### config.mk
export PLATFORM = sky130hd
export DESIGN_NAME = snes_pad_reader
export DESIGN_NICKNAME = d
export VERILOG_FILES = /design/src/rtl/pad_pkg.sv /design/src/rtl/tick_gen.sv /design/src/rtl/snes_pad_reader.sv
export SDC_FILE = /design/constraint.sdc
export NUM_CORES = 1
export LEC_CHECK = 0
export CORE_UTILIZATION = 35
export CTS_CLUSTER_SIZE = 14
export DETAILED_ROUTE_END_ITERATION = 12
export DONT_BUFFER_PORTS = 1
export PLACE_DENSITY_LB_ADDON = 0.2
export SYNTH_ARGS = -nofsm -noshare
export SYNTH_HDL_FRONTEND = slang
export SYNTH_SLANG_ARGS = --single-unit
### constraint.sdc
create_clock -name clock -period 3.2 [get_ports clock]
set_input_delay 0.96 -clock clock [delete_from_list [all_inputs] [get_ports clock]]
set_output_delay 0.96 -clock clock [all_outputs]
set_load 0.02 [all_outputs]
### src/rtl/pad_pkg.sv
// pad_pkg: shared types and constants for the SNES pad reader.
// Holds the FSM state type, the pad word width and button bit indices.
package pad_pkg;

  localparam int PAD_BITS = 16;

  localparam int BTN_B      = 0;
  localparam int BTN_Y      = 1;
  localparam int BTN_SELECT = 2;
  localparam int BTN_START  = 3;
  localparam int BTN_UP     = 4;
  localparam int BTN_DOWN   = 5;
  localparam int BTN_LEFT   = 6;
  localparam int BTN_RIGHT  = 7;
  localparam int BTN_A      = 8;
  localparam int BTN_X      = 9;
  localparam int BTN_L      = 10;
  localparam int BTN_R      = 11;

  typedef enum logic [2:0] {
    S_IDLE,
    S_LATCH,
    S_CLK_LO,
    S_CLK_HI,
    S_DONE
  } pad_state_t;

endpackage

### src/rtl/tick_gen.sv
// tick_gen: protocol pacing divider, one tick every TICK_DIV cycles.
// Ports: clock, reset_l, clear (sync zero), en (count), tick (strobe).
module tick_gen #(
  parameter int TICK_DIV = 300
) (
  input  logic clock,
  input  logic reset_l,
  input  logic clear,
  input  logic en,
  output logic tick
);

  localparam int CW = (TICK_DIV > 1) ? $clog2(TICK_DIV) : 1;
  localparam logic [CW-1:0] LAST = CW'(TICK_DIV - 1);

  logic [CW-1:0] cnt;

  assign tick = en && (cnt == LAST);

  always_ff @(posedge clock or negedge reset_l) begin
    if (!reset_l) begin
      cnt <= '0;
    end else if (clear) begin
      cnt <= '0;
    end else if (en) begin
      cnt <= tick ? '0 : cnt + 1'b1;
    end
  end

endmodule

### src/rtl/snes_pad_reader.sv
// snes_pad_reader: latches an SNES pad and shifts in its 16 button bits.
// Ports: clock, reset_l, start, ctrl_data in; ctrl_latch, ctrl_clk, buttons, valid, busy out.
module snes_pad_reader
  import pad_pkg::*;
#(
  parameter int TICK_DIV = 300
) (
  input  logic                clock,
  input  logic                reset_l,
  input  logic                start,
  input  logic                ctrl_data,
  output logic                ctrl_latch,
  output logic                ctrl_clk,
  output logic [PAD_BITS-1:0] buttons,
  output logic                valid,
  output logic                busy
);

  pad_state_t state, nstate;

  logic                tick;
  logic                accept;
  logic                half;
  logic                last;
  logic [4:0]          pulse_cnt;
  logic [3:0]          next_bit;
  logic [PAD_BITS-1:0] shreg;

  assign accept   = (state == S_IDLE) && start;
  assign last     = (pulse_cnt == 5'd15);
  assign next_bit = pulse_cnt[3:0] + 4'd1;

  tick_gen #(
    .TICK_DIV (TICK_DIV)
  ) u_tick (
    .clock   (clock),
    .reset_l (reset_l),
    .clear   (accept),
    .en      (state != S_IDLE),
    .tick    (tick)
  );

  always_ff @(posedge clock or negedge reset_l) begin
    if (!reset_l) state <= S_IDLE;
    else          state <= nstate;
  end

  always_comb begin
    nstate     = state;
    ctrl_latch = 1'b0;
    ctrl_clk   = 1'b1;
    busy       = 1'b1;
    unique case (state)
      S_IDLE: begin
        busy = 1'b0;
        if (start) nstate = S_LATCH;
      end
      S_LATCH: begin
        ctrl_latch = 1'b1;
        if (tick && half) nstate = S_CLK_LO;
      end
      S_CLK_LO: begin
        ctrl_clk = 1'b0;
        if (tick) nstate = S_CLK_HI;
      end
      S_CLK_HI: begin
        if (tick) nstate = last ? S_DONE : S_CLK_LO;
      end
      S_DONE: begin
        nstate = S_IDLE;
      end
      default: begin
        nstate = S_IDLE;
      end
    endcase
  end

  // half marks that the first of the two latch ticks has passed.
  always_ff @(posedge clock or negedge reset_l) begin
    if (!reset_l) begin
      half      <= 1'b0;
      pulse_cnt <= '0;
      shreg     <= '0;
    end else if (accept) begin
      half      <= 1'b0;
      pulse_cnt <= '0;
      shreg     <= '0;
    end else if (tick) begin
      unique case (1'b1)
        state == S_LATCH: begin
          half <= 1'b1;
          if (half) shreg[0] <= ~ctrl_data;
        end
        state == S_CLK_HI && !last: begin
          shreg[next_bit] <= ~ctrl_data;
          pulse_cnt       <= pulse_cnt + 5'd1;
        end
        default: ;
      endcase
    end
  end

  // Word and strobe are registered on entry to DONE so they appear together.
  always_ff @(posedge clock or negedge reset_l) begin
    if (!reset_l) begin
      buttons <= '0;
      valid   <= 1'b0;
    end else begin
      valid <= (state == S_CLK_HI) && tick && last;
      if ((state == S_CLK_HI) && tick && last) buttons <= shreg;
    end
  end

endmodule

### After elaboration in Yosys (flattened, before gate mapping)

Cells that the tools add are included.

* register bits: 51
* input port bits: 4
* output and inout port bits: 20
* logic and storage cells: 69

* $add $sub $neg: 3
* $lt $le $gt $ge: 2
* equality and inequality tests: 10
* multiplexer cells: 26
* bitwise logic cells: 1
* reductions and logical operators: 19

Operators with widths (count)
* 16-bit 2-to-1 mux: 2
* 9-bit 2-to-1 mux: 3
* 16-bit bitwise mux: 1
* 15-bit 2-to-1 mux: 1
* 3-bit 2-to-1 mux: 5
* 5-bit 2-to-1 mux: 3
* 3-bit one-hot mux with 4 select lines: 1
* 9-bit by 1-bit adder with 9-bit output, second input constant: 1
* 9-bit equality test, second input constant: 1
* 1-bit 2-to-1 mux: 8
* 2-bit inequality test, second input constant: 4
* 2-bit nonzero test: 4
* 1-bit logical AND: 7
* 3-bit by 2-bit equality test with 1-bit output, second input constant: 2
* 3-bit nonzero test: 2
* 5-bit by 1-bit adder with 5-bit output, second input constant: 1
* 5-bit by 4-bit equality test with 1-bit output, second input constant: 1
* 4-bit by 5-bit less-than comparator with 1-bit output, second input constant: 1
* 4-bit by 1-bit adder with 4-bit output, second input constant: 1
* 1-bit demux with 4-bit select: 1
* 4-bit by 1-bit greater-or-equal comparator with 1-bit output, second input constant: 1
* 2-bit AND reduction: 2
* 4-bit AND reduction: 1
* 3-bit by 1-bit equality test with 1-bit output, second input constant: 1
* 6 further kinds: 6

### Depth between registers and ports, before layout

Gate-level depths: netlist of the first run.

* depth in word-level cells: 9
* depth in mapped cells: 10

### Modules after synthesis

A second synthesis of the first run with hierarchy kept.

* cell total of the unflattened synthesis: 298
* area, all modules: 2771.4 sq um

Modules (own cells, without submodules)
* snes_pad_reader: times used 1, cells each 250, area an instance 2280.9 sq um
* tick_gen: times used 1, cells each 48, area an instance 490.5 sq um

### Least setup slack after synthesis of the first run

No wires, ideal clock.

* kind: register to register
* start point: register pulse_cnt[0]
* end point: register shreg[6]
* arrival time: 2.256 ns
* setup slack: 0.808 ns
* stages on the path, launching flop included: 11
* path through: dfrtp_1 ha_1 clkbuf_1 and3_1 ha_1 and4bb_2 and3_1 clkbuf_1 buf_2 nand3_1 mux2i_1

* word-level cells in the longest chain between the ends: 9
* elaborated cells on any way between the ends: 15
* classes of those cells: 1 x add/sub; 2 x order compare; 1 x eq/ne; 6 x mux; 5 x reduce/logical

RTL lines
* start: declaration: RTL line snes_pad_reader.sv:25 `logic [4:0] pulse_cnt;`
* start signal: assignment: RTL line snes_pad_reader.sv:96 `pulse_cnt <= pulse_cnt + 5'd1;`
* 4-bit by 1-bit adder with 4-bit output: RTL line snes_pad_reader.sv:31 `assign next_bit = pulse_cnt[3:0] + 4'd1;`
* 4-bit by 5-bit less-than comparator with 1-bit output (implied by the code) or 4-bit by 1-bit greater-or-equal comparator with 1-bit output (tied branches): RTL line snes_pad_reader.sv:95 `shreg[next_bit] <= ~ctrl_data;`
* 1-bit logical AND (implied by the code): RTL line snes_pad_reader.sv:95
* 1-bit 2-to-1 mux (implied by the code): RTL line snes_pad_reader.sv:95
* 1-bit demux with 4-bit select: RTL line snes_pad_reader.sv:95
* 16-bit bitwise mux: RTL line snes_pad_reader.sv:95
* 15-bit 2-to-1 mux: RTL line snes_pad_reader.sv:89 `unique case (1'b1)`
* 16-bit 2-to-1 mux: RTL line snes_pad_reader.sv:88 `end else if (tick) begin`
* 16-bit 2-to-1 mux: RTL line snes_pad_reader.sv:84 `end else if (accept) begin`
* end signal: indexed assignment: RTL line snes_pad_reader.sv:95
* end: declaration: RTL line snes_pad_reader.sv:27 `logic [PAD_BITS-1:0] shreg;`

Several ways; a longest one is shown, not always the timed one. The select of a mux whose other input is x is not followed.
A chain may end at the register's enable or synchronous reset.

### Final worst setup path of the first run

* start point: register pulse_cnt[0]
* end point: register shreg[4]

The elaborated chain is that of the path after synthesis.

==> out/summary.txt, run 1 <==
Status: completed
Worst skew pair latency: 0.31 ns
Routed len/inst: 14.2 um
Die Area: 0.00764 mm2
Final Cycle Share: 0.764
Leak pwr: 1.29 nW
Port bufs: 0
Worst min path class: in2async
RSZ-0062 raised after global routing: no
Top cell type's share of synthesized area: 0.500
WL final: 4.64 mm
Post-layout net count: 240
Commonest non-fill, non-tap cell in the layout: dfrtp_1
Share of layout cells above drive strength 1: 0.143
Total Power: 1.29 mW
Clock sink total: 51
Cell accounting for the most synthesized area: dfrtp_1
Number of flops mapped to enable cells by yosys: 0
H-tree Lvls: 2
Synth cell types: 38
CTS Hold Buffers Added: 0
Worst-Margin Slew: 0.606 ns
I/O pins: 24
Congestion Overflow GR: 0
First-pass GRT wire length: 7.82 mm
Max-cap violations: 0
Post-CTS Setup Inserts: 0
Vias in the first global route: 1607
Post-DP HPWL: 3.15 mm
Area grow syn2layout: 5.54%
Synth warn: 0
DRT iter0 DRCs: 105
Synth top area cells: dfrtp_1 (50%), mux2i_1 (6.3%), mux2_4 (5.3%)
Row Count: 30
Pwr dens: 477 mW/mm2
Fmax: 0.409 GHz
Routability cong.: 0.835
CTS Buffer Depth: 2
Worst setup EP type: flip-flop
#FFs+latches synth: 51
Final Hold Fails: 0
Die height: 87.4 um
# setup viols final: 0
Diodes inserted: 0
CTS tree: built
Peak VDD IR: 0.276 mV
Crit path launch type: flip-flop
Synthesized Nets: 243
Setup_tns: 0 ns
Largest net degree at the start of global routing: 52
Clock Skew: 0.00550 ns
Number of CTS-inserted buffers: 5
Clk root buf: clkbuf_8
Core area: 0.00691 mm2
Vias per inst: 5.12
Initial antenna violation count: 0
Async set-reset flop share out of synthesis: 1.00
Seq/Total Area, Yosys: 0.500
Crit Path Class: reg2reg
Post-cts resize count: 0
Crit-path max FO: 22
Via count: 1669
Slew headroom: 0.594
Slew Viols, Final: 0
Syn Inst Count: 232
DRT Pass-1 Iters: 4
Crit path required time: 3.39 ns
Min cycle time layout: 2.45 ns
Initial core utilization: 0.370
Worst Path Arrival: 2.64 ns
Post-route ant nets: 0
All-Layer GR Usage: 0.134
Reg clk slew, reported paths: 0.09 ns
Drt drc: 0
Avg Cell Area, Syn: 11.0 um2
Dominant synthesized flop cell: dfrtp_1
Synthesized area: 0.00255 mm2
Overall die width: 87.4 um
Most frequent cells in the layout: dfrtp_1 (51), nand2_1 (26), nand3_1 (22), mux2i_1 (16), nor2_1 (15)
-- cells by family (layout without fill, tap and decap cells) --
family | count (synthesis) | after routing | share of synthesized area
adders and majority gates | 7 | 7 | 0.0343
buffers and inverters | 20 | 18 | 0.0436
and+or+nand+nor | 88 | 88 | 0.179
DFF | 51 | 51 | 0.500
xor gates and xnor gates | 7 | 7 | 0.0240
AOI/OAI and AO/OA | 27 | 27 | 0.0721
muxes | 32 | 32 | 0.147
-- worst paths after layout --
path | endpoint | cells past startpoint | start | slack, ns
max | shreg[4] | 8 | pulse_cnt[0] | 0.75
min | shreg[10] | 0 | reset_l | 0.34
max reg2reg | shreg[4] | 8 | pulse_cnt[0] | 0.75
min reg2reg | pulse_cnt[4] | 2 | pulse_cnt[4] | 0.51
max in group asynchronous | u_tick.cnt[0] | 0 | reset_l | 2.77
min in group clock | pulse_cnt[4] | 2 | pulse_cnt[4] | 0.51
-- state kept, by name, indices dropped and copies added (netlist names) --
signal,flops
buttons,16
pulse_cnt,5
shreg,16
valid,1
state,3
half,1
u_tick.cnt,9
-- layout make-up --
| cell class | instances | area [um2] |
|---|---|---|
| clock buffer | 5 | 68.8 |
| fill | 693 | 4210 |
| multi-input combinational | 161 | 1160 |
| sequential | 51 | 1280 |
| inverter | 8 | 30.0 |
| tap | 96 | 120 |
| clock inverter | 3 | 18.8 |
| timing repair buffer | 2 | 15.0 |
-- report_power, final --
| group | internal (mW) | switching, mW |
|---|---|---|
| clock | 0.154 | 0.216 |
| sequential | 0.701 | 0.0672 |
| combinational | 0.0778 | 0.0688 |
| total | 0.934 | 0.352 |
-- layer usage --
| layer | global-route usage | routed length (um) | share of wire |
|---|---|---|---|
| met3 | 0.0341 | 175 | 0.038 |
| met1 | 0.180 | 2260 | 0.49 |
| met5 | 0 | 0 | 0 |
| met2 | 0.208 | 2130 | 0.46 |
| met4 | 0.0492 | 63 | 0.014 |
-- metrics by stage --
stage | instances | setup slack, ns | hold slack, ns | utilization | instance area, um2
finish | 326 | 0.754 | 0.337 | 0.390 | 2690
global route | 326 | 0.515 | 0.302 | 0.390 | 2690
CTS | 326 | 0.742 | 0.324 | 0.390 | 2690
detailed placement | 318 | 0.765 | 0.495 | 0.377 | 2610
global placement | 318 | 0.844 | 0.490 | 0.377 | 2610
floorplan | 232 | 0.808 | 0.460 | - | 2550
-- critical path, cell delays in order, from the launching register on --
cell and delay, ns:
dfrtp_1 0.49, ha_1 0.36, and3_1 0.23, ha_1 0.23, and4bb_2 0.33, and3_1 0.16, buf_4 0.24, nand3_1 0.14
mux2i_1 0.15
-- synthesized netlist by cell type, types with 2 or more instances --
cell / n
clkbuf_1: 5
a31oi_1: 3
dfrtp_1: 51
a21oi_1: 6
xor2_1: 7
nor2_1: 15
ha_1: 7
o31ai_1: 2
inv_1: 8
a32o_1: 2
nor2b_1: 2
buf_6: 2
nand4_1: 6
buf_2: 4
o21ai_0: 6
nand2_1: 26
nand3_1: 22
and2_1: 2
and3_1: 7
mux2_2: 7
a22o_1: 2
mux2_4: 9
mux2i_1: 16
(Power assumes the default switching activity.)
==> run 2: changes to the inputs <==
==> constraint.sdc (replaced) <==
create_clock -name clock -period 2.6 [get_ports clock]
set_input_delay 0.78 -clock clock [delete_from_list [all_inputs] [get_ports clock]]
set_output_delay 0.78 -clock clock [all_outputs]
set_load 0.02 [all_outputs]
==> out/summary.txt, run 2 (synthesis results as in run 1) <==
Post-route ant nets: 0
Reg2reg start: pulse_cnt[0]
Clock sink total: 51
Largest net degree at the start of global routing: 52
Critical Path Source: pulse_cnt[0]
DRT iter0 DRCs: 75
Post-layout net count: 241
Crit-path cells: ha_1 > and3_1 > ha_1 > and4bb_2 > and3_1 > buf_4 > mux2i_1 > a22o_1
Pre-CTS setup slack: 0.317 ns
Crit path launch type: flip-flop
Crit-path max FO: 22
Most frequent cells in the layout: dfrtp_1 (51), nand2_1 (26), nand3_1 (22), mux2i_1 (16), nor2_1 (15)
Initial core utilization: 0.370
# setup viols final: 0
Reg clk slew, reported paths: 0.10 ns
Vias in the first global route: 1655
Drt drc: 0
Core area: 0.00691 mm2
First-pass GRT wire length: 8.14 mm
Worst-Margin Slew: 0.681 ns
Reg2reg path depth: 8
All-Layer GR Usage: 0.138
Worst skew pair latency: 0.31 ns
Met2 wire length: 2.14 mm
Worst Path Arrival: 2.56 ns
Worst Slack Setup Final: 0.294 ns
Area grow syn2layout: 7.16%
DRT Pass-1 Iters: 4
Leak pwr: 1.31 nW
Reg-to-Reg End: pulse_cnt[2]
Crit path max-delay family: simple AND/OR/NAND/NOR gates
Biggest regs: buttons: 16 flops, shreg: 16 flops, u_tick.cnt: 9 flops
Number of CTS-inserted buffers: 5
Post-CTS Setup Inserts: 0
Share of layout cells above drive strength 1: 0.147
Initial antenna violation count: 0
Overall die width: 87.4 um
Final Cycle Share: 0.887
CP bufs+invs: 1
Commonest non-fill, non-tap cell in the layout: dfrtp_1
Die height: 87.4 um
Fmax: 0.434 GHz
Routed len/inst: 14.3 um
Setup_tns: 0 ns
Non-filler cells, final: 327
CTS Hold Buffers Added: 0
Post-DP HPWL: 3.15 mm
Final Hold Fails: 0
Clock Skew: 0.00723 ns
WL final: 4.67 mm
Crit Path Class: reg2reg
FF-to-FF setup slack: 0.29 ns
I/O pins: 24
Die Area: 0.00764 mm2
Max-cap violations: 0
Finished Core Util: 0.396
Peak VDD IR: 0.393 mV
Via count: 1635
Pwr dens: 628 mW/mm2
DR top layer: met4
Congestion Overflow GR: 0
Status: completed
Clk root buf: clkbuf_8
Post-cts resize count: 0
Min cycle time layout: 2.31 ns
Port bufs: 0
Dpl cells: 319
Routability cong.: 0.822
Met3 wire length: 137 um
CP peak stage delay: 0.50 ns
Vias per inst: 5.00
RSZ-0062 raised after global routing: no
Crit path required time: 2.85 ns
CTS tree: built
H-tree Lvls: 2
Slew headroom: 0.544
CTS Buffer Depth: 2
Worst setup EP type: flip-flop
Slowest CP cell: dfrtp_1
Diodes inserted: 0
Row Count: 30
Worst min path class: in2async
Slew Viols, Final: 0
M1 wire length: 2.34 mm
==> run 2: area by class of cell <==
cell class / instances / area, um2
clock buffers: 6 / 82.6
clock inverters: 2 / 38.8
fillers: 689 / 4170
inverters: 8 / 30.0
multi-input cells: 161 / 1160
flip-flops and latches: 51 / 1280
well taps: 96 / 120
repair buffers: 3 / 22.5
==> run 2: report_power, final <==
| group | switching (mW) | leakage [nW] | internal (mW) |
|---|---|---|---|
| Clock | 0.273 | 0.0618 | 0.317 |
| Combinational | 0.0854 | 0.572 | 0.0964 |
| Sequential | 0.0826 | 0.678 | 0.863 |
==> run 2: how the worst max path moves through the flow <==
stage                         endpoint  slack [ns]  depth (start not counted)
after CTS                    shreg[14]        0.30                          8
after detailed placement  pulse_cnt[2]        0.32                          8
after global placement       shreg[14]        0.37                          8
after global routing          shreg[6]        0.10                          8
final                     pulse_cnt[2]        0.29                          8
after floorplan               shreg[6]        0.21                         10
==> run 2: routing by layer <==
metal,GRT usage,vias up
met5,0,-
met4,0.0402,0
met3,0.0379,8
met2,0.216,24
met1,0.186,785
li1,-,818
==> run 2: worst register-to-register path: stages (launching register included) <==
cell and delay (ns):
dfrtp_1 0.50, ha_1 0.26, and3_1 0.18, ha_1 0.23, and4bb_2 0.33, and3_1 0.16, buf_4 0.25, mux2i_1 0.22
a22o_1 0.13
==> run 2: stage by stage <==
step | cell area, um2 | hold slack [ns] | power (mW)
final | 2740 | 0.153 | 1.72
after global routing | 2740 | 0.124 | 1.81
after CTS | 2740 | 0.142 | 1.74
after detailed placement | 2610 | 0.485 | 1.15
after global placement | 2610 | 0.486 | 1.14
after floorplan | 2550 | 0.460 | 1.10
